==> src/rtl/alu_share_arb.sv <==
// Two-port arbiter that shares one combinational EXE ALU and returns results through a one-entry response register.
// Optional performance counters are enabled by defining ALU_ARB_PERF_EN.
module alu_share_arb #(
    parameter bit RR_INIT = 1'b0,
    parameter int CNT_W   = 16
) (
    input  logic        clk,
    input  logic        rst_n,
    input  logic        req0_valid,
    output logic        req0_ready,
    input  logic [31:0] req0_rs1,
    input  logic [31:0] req0_rs2,
    input  logic [4:0]  req0_shamt,
    input  logic [2:0]  req0_funct3,
    input  logic        req0_subright,
    input  logic        req1_valid,
    output logic        req1_ready,
    input  logic [31:0] req1_rs1,
    input  logic [31:0] req1_rs2,
    input  logic [4:0]  req1_shamt,
    input  logic [2:0]  req1_funct3,
    input  logic        req1_subright,
    output logic [31:0] alu_rs1,
    output logic [31:0] alu_rs2,
    output logic [4:0]  alu_shamt,
    output logic [2:0]  alu_funct3,
    output logic        alu_subright,
    input  logic [31:0] alu_result,
    output logic        rsp0_valid,
    input  logic        rsp0_ready,
    output logic        rsp1_valid,
    input  logic        rsp1_ready,
    output logic [31:0] rsp_result
`ifdef ALU_ARB_PERF_EN
    ,
    output logic [CNT_W-1:0] perf_grant0,
    output logic [CNT_W-1:0] perf_grant1,
    output logic [CNT_W-1:0] perf_stall
`endif
);

    logic        rr_ptr_q, rr_ptr_d;
    logic        rsp_full_q, rsp_full_d;
    logic        rsp_owner_q, rsp_owner_d;
    logic [31:0] rsp_data_q, rsp_data_d;

    logic drain_s;
    logic can_accept_s;
    logic gnt_valid_s;
    logic gnt_idx_s;
    logic accept_s;

    // Drain, grant selection and accept qualification
    always_comb begin
        drain_s      = rsp_full_q & (rsp_owner_q ? rsp1_ready : rsp0_ready);
        can_accept_s = ~rsp_full_q | drain_s;
        gnt_valid_s  = 1'b0;
        gnt_idx_s    = 1'b0;
        if (req0_valid && req1_valid) begin
            gnt_valid_s = 1'b1;
            gnt_idx_s   = rr_ptr_q;
        end else if (req0_valid) begin
            gnt_valid_s = 1'b1;
            gnt_idx_s   = 1'b0;
        end else if (req1_valid) begin
            gnt_valid_s = 1'b1;
            gnt_idx_s   = 1'b1;
        end else begin
            gnt_valid_s = 1'b0;
            gnt_idx_s   = 1'b0;
        end
        // rst_n gating keeps both readies low for the whole reset window
        req0_ready = rst_n & can_accept_s & gnt_valid_s & ~gnt_idx_s;
        req1_ready = rst_n & can_accept_s & gnt_valid_s & gnt_idx_s;
        accept_s   = req0_ready | req1_ready;
    end

    // ALU operand mux; idle drive is all zeros to keep the ALU quiet
    always_comb begin
        alu_rs1      = 32'h0000_0000;
        alu_rs2      = 32'h0000_0000;
        alu_shamt    = 5'd0;
        alu_funct3   = 3'b000;
        alu_subright = 1'b0;
        if (gnt_valid_s) begin
            if (gnt_idx_s) begin
                alu_rs1      = req1_rs1;
                alu_rs2      = req1_rs2;
                alu_shamt    = req1_shamt;
                alu_funct3   = req1_funct3;
                alu_subright = req1_subright;
            end else begin
                alu_rs1      = req0_rs1;
                alu_rs2      = req0_rs2;
                alu_shamt    = req0_shamt;
                alu_funct3   = req0_funct3;
                alu_subright = req0_subright;
            end
        end else begin
            alu_rs1      = 32'h0000_0000;
            alu_rs2      = 32'h0000_0000;
            alu_shamt    = 5'd0;
            alu_funct3   = 3'b000;
            alu_subright = 1'b0;
        end
    end

    // Response register and round-robin pointer next state
    always_comb begin
        rr_ptr_d    = rr_ptr_q;
        rsp_full_d  = rsp_full_q;
        rsp_owner_d = rsp_owner_q;
        rsp_data_d  = rsp_data_q;
        if (accept_s) begin
            rsp_data_d  = alu_result;
            rsp_owner_d = gnt_idx_s;
            rsp_full_d  = 1'b1;
            rr_ptr_d    = ~gnt_idx_s;
        end else if (drain_s) begin
            rsp_full_d = 1'b0;
        end else begin
            rsp_full_d = rsp_full_q;
        end
    end

    // State registers
    always_ff @(posedge clk or negedge rst_n) begin
        if (!rst_n) begin
            rr_ptr_q    <= RR_INIT;
            rsp_full_q  <= 1'b0;
            rsp_owner_q <= 1'b0;
            rsp_data_q  <= 32'h0000_0000;
        end else begin
            rr_ptr_q    <= rr_ptr_d;
            rsp_full_q  <= rsp_full_d;
            rsp_owner_q <= rsp_owner_d;
            rsp_data_q  <= rsp_data_d;
        end
    end

    assign rsp0_valid = rsp_full_q & ~rsp_owner_q;
    assign rsp1_valid = rsp_full_q & rsp_owner_q;
    assign rsp_result = rsp_data_q;

`ifdef ALU_ARB_PERF_EN
    logic [CNT_W-1:0] perf_grant0_q, perf_grant0_d;
    logic [CNT_W-1:0] perf_grant1_q, perf_grant1_d;
    logic [CNT_W-1:0] perf_stall_q, perf_stall_d;

    // Saturating performance counters
    always_comb begin
        perf_grant0_d = perf_grant0_q;
        perf_grant1_d = perf_grant1_q;
        perf_stall_d  = perf_stall_q;
        if (req0_ready && (perf_grant0_q != {CNT_W{1'b1}})) begin
            perf_grant0_d = perf_grant0_q + {{(CNT_W-1){1'b0}}, 1'b1};
        end else begin
            perf_grant0_d = perf_grant0_q;
        end
        if (req1_ready && (perf_grant1_q != {CNT_W{1'b1}})) begin
            perf_grant1_d = perf_grant1_q + {{(CNT_W-1){1'b0}}, 1'b1};
        end else begin
            perf_grant1_d = perf_grant1_q;
        end
        if ((req0_valid || req1_valid) && !accept_s && (perf_stall_q != {CNT_W{1'b1}})) begin
            perf_stall_d = perf_stall_q + {{(CNT_W-1){1'b0}}, 1'b1};
        end else begin
            perf_stall_d = perf_stall_q;
        end
    end

    // Counter registers
    always_ff @(posedge clk or negedge rst_n) begin
        if (!rst_n) begin
            perf_grant0_q <= {CNT_W{1'b0}};
            perf_grant1_q <= {CNT_W{1'b0}};
            perf_stall_q  <= {CNT_W{1'b0}};
        end else begin
            perf_grant0_q <= perf_grant0_d;
            perf_grant1_q <= perf_grant1_d;
            perf_stall_q  <= perf_stall_d;
        end
    end

    assign perf_grant0 = perf_grant0_q;
    assign perf_grant1 = perf_grant1_q;
    assign perf_stall  = perf_stall_q;
`else
    logic [CNT_W-1:0] perf_unused_s;
    assign perf_unused_s = {CNT_W{1'b0}};
`endif

endmodule

==> config.mk <==
export PLATFORM = sky130hd
export DESIGN_NAME = alu_share_arb
export DESIGN_NICKNAME = d
export VERILOG_FILES = /design/src/rtl/alu_share_arb.sv
export SDC_FILE = /design/constraint.sdc
export NUM_CORES = 1
export LEC_CHECK = 0
export CAP_MARGIN = 10
export CORE_AREA = 3 3 113 115
export CTS_CLUSTER_SIZE = 28
export DETAILED_ROUTE_END_ITERATION = 16
export DIE_AREA = 0 0 116 118
export HOLD_SLACK_MARGIN = 0.05
export PLACE_DENSITY = 0.68
export SETUP_SLACK_MARGIN = 0.05
export SYNTH_ARGS = -nofsm -noshare
export SYNTH_HDL_FRONTEND = slang
export SYNTH_SLANG_ARGS = --single-unit
==> constraint.sdc <==
create_clock -name clk -period 3.49 [get_ports clk]
set_clock_uncertainty 0.1 [all_clocks]
set_input_delay 0.698 -clock clk [delete_from_list [all_inputs] [get_ports clk]]
set_output_delay 0.698 -clock clk [all_outputs]
set_load 0.05 [all_outputs]
==> metrics <==
overall routing resource usage=0.174; GP Congestion=0.852; post-CTS sizing=0; Final Hold Fails=0; worst hold path class=input port to async pin; Final nets=794; PD cells=424 nW/um^2; wire per inst=between 15 and 20 um; vias in the first global route=about 3.4k; CTS buffer count=5; Crit Reg-Reg Startpoint=rsp_owner_q$_DFFE_PN0P_; fillcell total=approximately 1.1k; DR iter-0 viols=111; setup slack, reg-to-reg=between 1.5 and 2 ns; CP Capture Type=output port; row count=40; CTS Buffer Depth=2; Clk pin slew, worst setup/hold paths=roughly 0.05 ns; DIE AREA=13700 um^2; Ports=roughly 290; # DRC=0; upper clock frequency limit=between 0.3 and 0.4 GHz; Port Buffers=between 200 and 300; root buffer cell=clkbuf_16; post-synth net total=~500; max_cap viols=0; placed wire-length estimate=between 10000 and 15000 um; critical setup path kind=input port to output port; critical path launch point type=input port; Finished Layout Cells=~760; status=completed; Yosys warnings=0; GR Overflow Total=0; met3 routed WL=1140 um; Hold WS=around 0.38 ns; R2R depth=4; RSZ-0062 raised after global routing=false; Antenna Nets Post-Route=0; CP arrival=approximately 2.4 ns; RR Endpoint=rsp_result[6]$_DFFE_PN0P_; final setup violation count=0; Rel. slew slack=0.513; htree depth=2; fin crit share=0.902; CTS tree=built; placed cells=750; Syn-to-layout area delta=146%; postcts setup bufs=0; worst vdd ir=0.000168 V; Synth Instances=between 300 and 400; n_diodes=0; Pins Over Slew Limit=0; layout cells sized above 1=0.161; register area share after synthesis=0.320; cts hold-fix bufs=0; Highest Signal Layer=met4; Die Y=roughly 120 um; met2 wire length=6470 um; Seq cells post-synth=35; Routed WL=about 12000 um; Horiz. Die Dim=around 120 um; post-route setup TNS=0 ns; Pre-Repair DR Iteration Count=4; met1 WL=about 4300 um; Starting Density=0.230; antenna violations before repair=0; first-pass GRT wire length=around 19000 um; Lkg Pwr=3.29 nW; DR vias/cell=4.23; Num Clock Sinks=35; largest net degree at the start of global routing=75; total core area=11900 um^2; Via Count=between 3k and 4k; min cycle time layout=3.15 ns; syn avg cell area=between 8 and 9 um^2; Req. time, crit path=roughly 2.7 ns; clk_lat worst skew=0.27 ns; Slew @ Worst Pin=roughly 0.73 ns; post-synthesis cell area=around 2700 um^2; synth unique cells=18; Max FO, Critical Path=16
-- cell usage in the layout (no fill, tap or decap) --
master           netlist  routed
o21ai_4                0       1
a21oi_4                1       1
dfrtp_1               35      35
buf_4                  3       6
inv_1                 75      75
mux2_1                28      28
clkbuf_2               0       1
bufinv_16              0       1
o2bb2a_1               1       1
nor2b_1                3       3
buf_2                  5       1
o21ai_1                2       1
nand2_1               75      75
clkbuf_16              0       5
clkbuf_1               7       1
o21ai_0                1       1
and2_1                 2       2
buf_12                 0      77
clkdlybuf4s50_1        0     215
a21oi_1                1       1
mux2i_1               74      74
mux2_2                 5       5
-- state kept, by name, summed over array words and instances (netlist names) --
register and cells:
rsp_full_q 1, rsp_result 32, rsp_owner_q 1, rr_ptr_q 1
-- power breakdown --
| group | total (W) | internal, W | switching, W |
|---|---|---|---|
| Combinational | 0.00183 | 0.000832 | 0.000999 |
| Clock | 0.000480 | 0.000332 | 0.000147 |
| Sequential | 0.000541 | 0.000495 | 0.0000459 |
-- per-stage QoR --
step | total power [W] | worst slack (ns) | area (um^2) | utilization
after floorplan | 0.00148 | 0.435 | 2740 | -
after global placement | 0.00238 | 0.313 | 6570 | 0.552
after detailed placement | 0.00240 | 0.312 | 6570 | 0.552
after CTS | 0.00289 | 0.302 | 6730 | 0.565
after global routing | 0.00298 | 0.208 | 6730 | 0.565
final | 0.00285 | 0.344 | 6730 | 0.565
-- worst max-delay path, cell delays in order --
cell	delay, ns
clkdlybuf4s50_1	0.47
o21ai_4	0.30
buf_4	0.34
mux2i_1	0.34
buf_12	0.18
-- cells in the mapped netlist --
cell type	number	area share
inv_1	75	0.10
nand2_1	75	0.10
mux2i_1	74	0.27
dfrtp_1	35	0.32
mux2_1	28	0.12
clkbuf_1	7	0.0096
buf_2	5	0.0091
mux2_2	5	0.021
buf_4	3	0.0082
buf_6	3	0.012
nor2b_1	3	0.0069
and2_1	2	0.0046
o21ai_1	2	0.0037
a21oi_1	1	0.0018
a21oi_4	1	0.0059
buf_1	1	0.0014
o21ai_0	1	0.0018
o2bb2a_1	1	0.0037
-- how the worst max path moves through the flow --
stage | start | endpoint | slack, ns | depth (start not counted)
after floorplan | req0_valid | alu_rs1[10] | 0.43 | 5
after global placement | req1_valid | alu_rs2[12] | 0.31 | 5
after detailed placement | req1_valid | alu_rs2[28] | 0.31 | 5
after CTS | req1_valid | alu_rs1[15] | 0.30 | 5
after global routing | req0_valid | req1_ready | 0.21 | 6
final | req1_valid | alu_funct3[1] | 0.34 | 5
-- cell type report --
| class | instances | area [um^2] | share of cell area |
|---|---|---|---|
| timing repair buffer | 300 | 3750 | 0.557 |
| multi-input combinational | 193 | 1480 | 0.220 |
| clock inverter | 1 | 30.0 | 0.00446 |
| tap | 147 | 184 | 0.0273 |
| sequential | 35 | 876 | 0.130 |
| inverter | 75 | 282 | 0.0418 |
| clock buffer | 6 | 129 | 0.0191 |
-- per-layer routing --
metal / vias to the layer above / track usage
li1: 1576 / -
met1: 1457 / 0.185
met2: 150 / 0.316
met3: 17 / 0.0658
met4: 0 / 0.0450
met5: - / 0
-- logic make-up after synthesis --
kind of cell    share of synthesized area
mux                                 0.406
flops                               0.320
compound gates                     0.0169
buf+inv                             0.143
simple gates                        0.114
No activity file was read; power rests on OpenSTA's default activity.
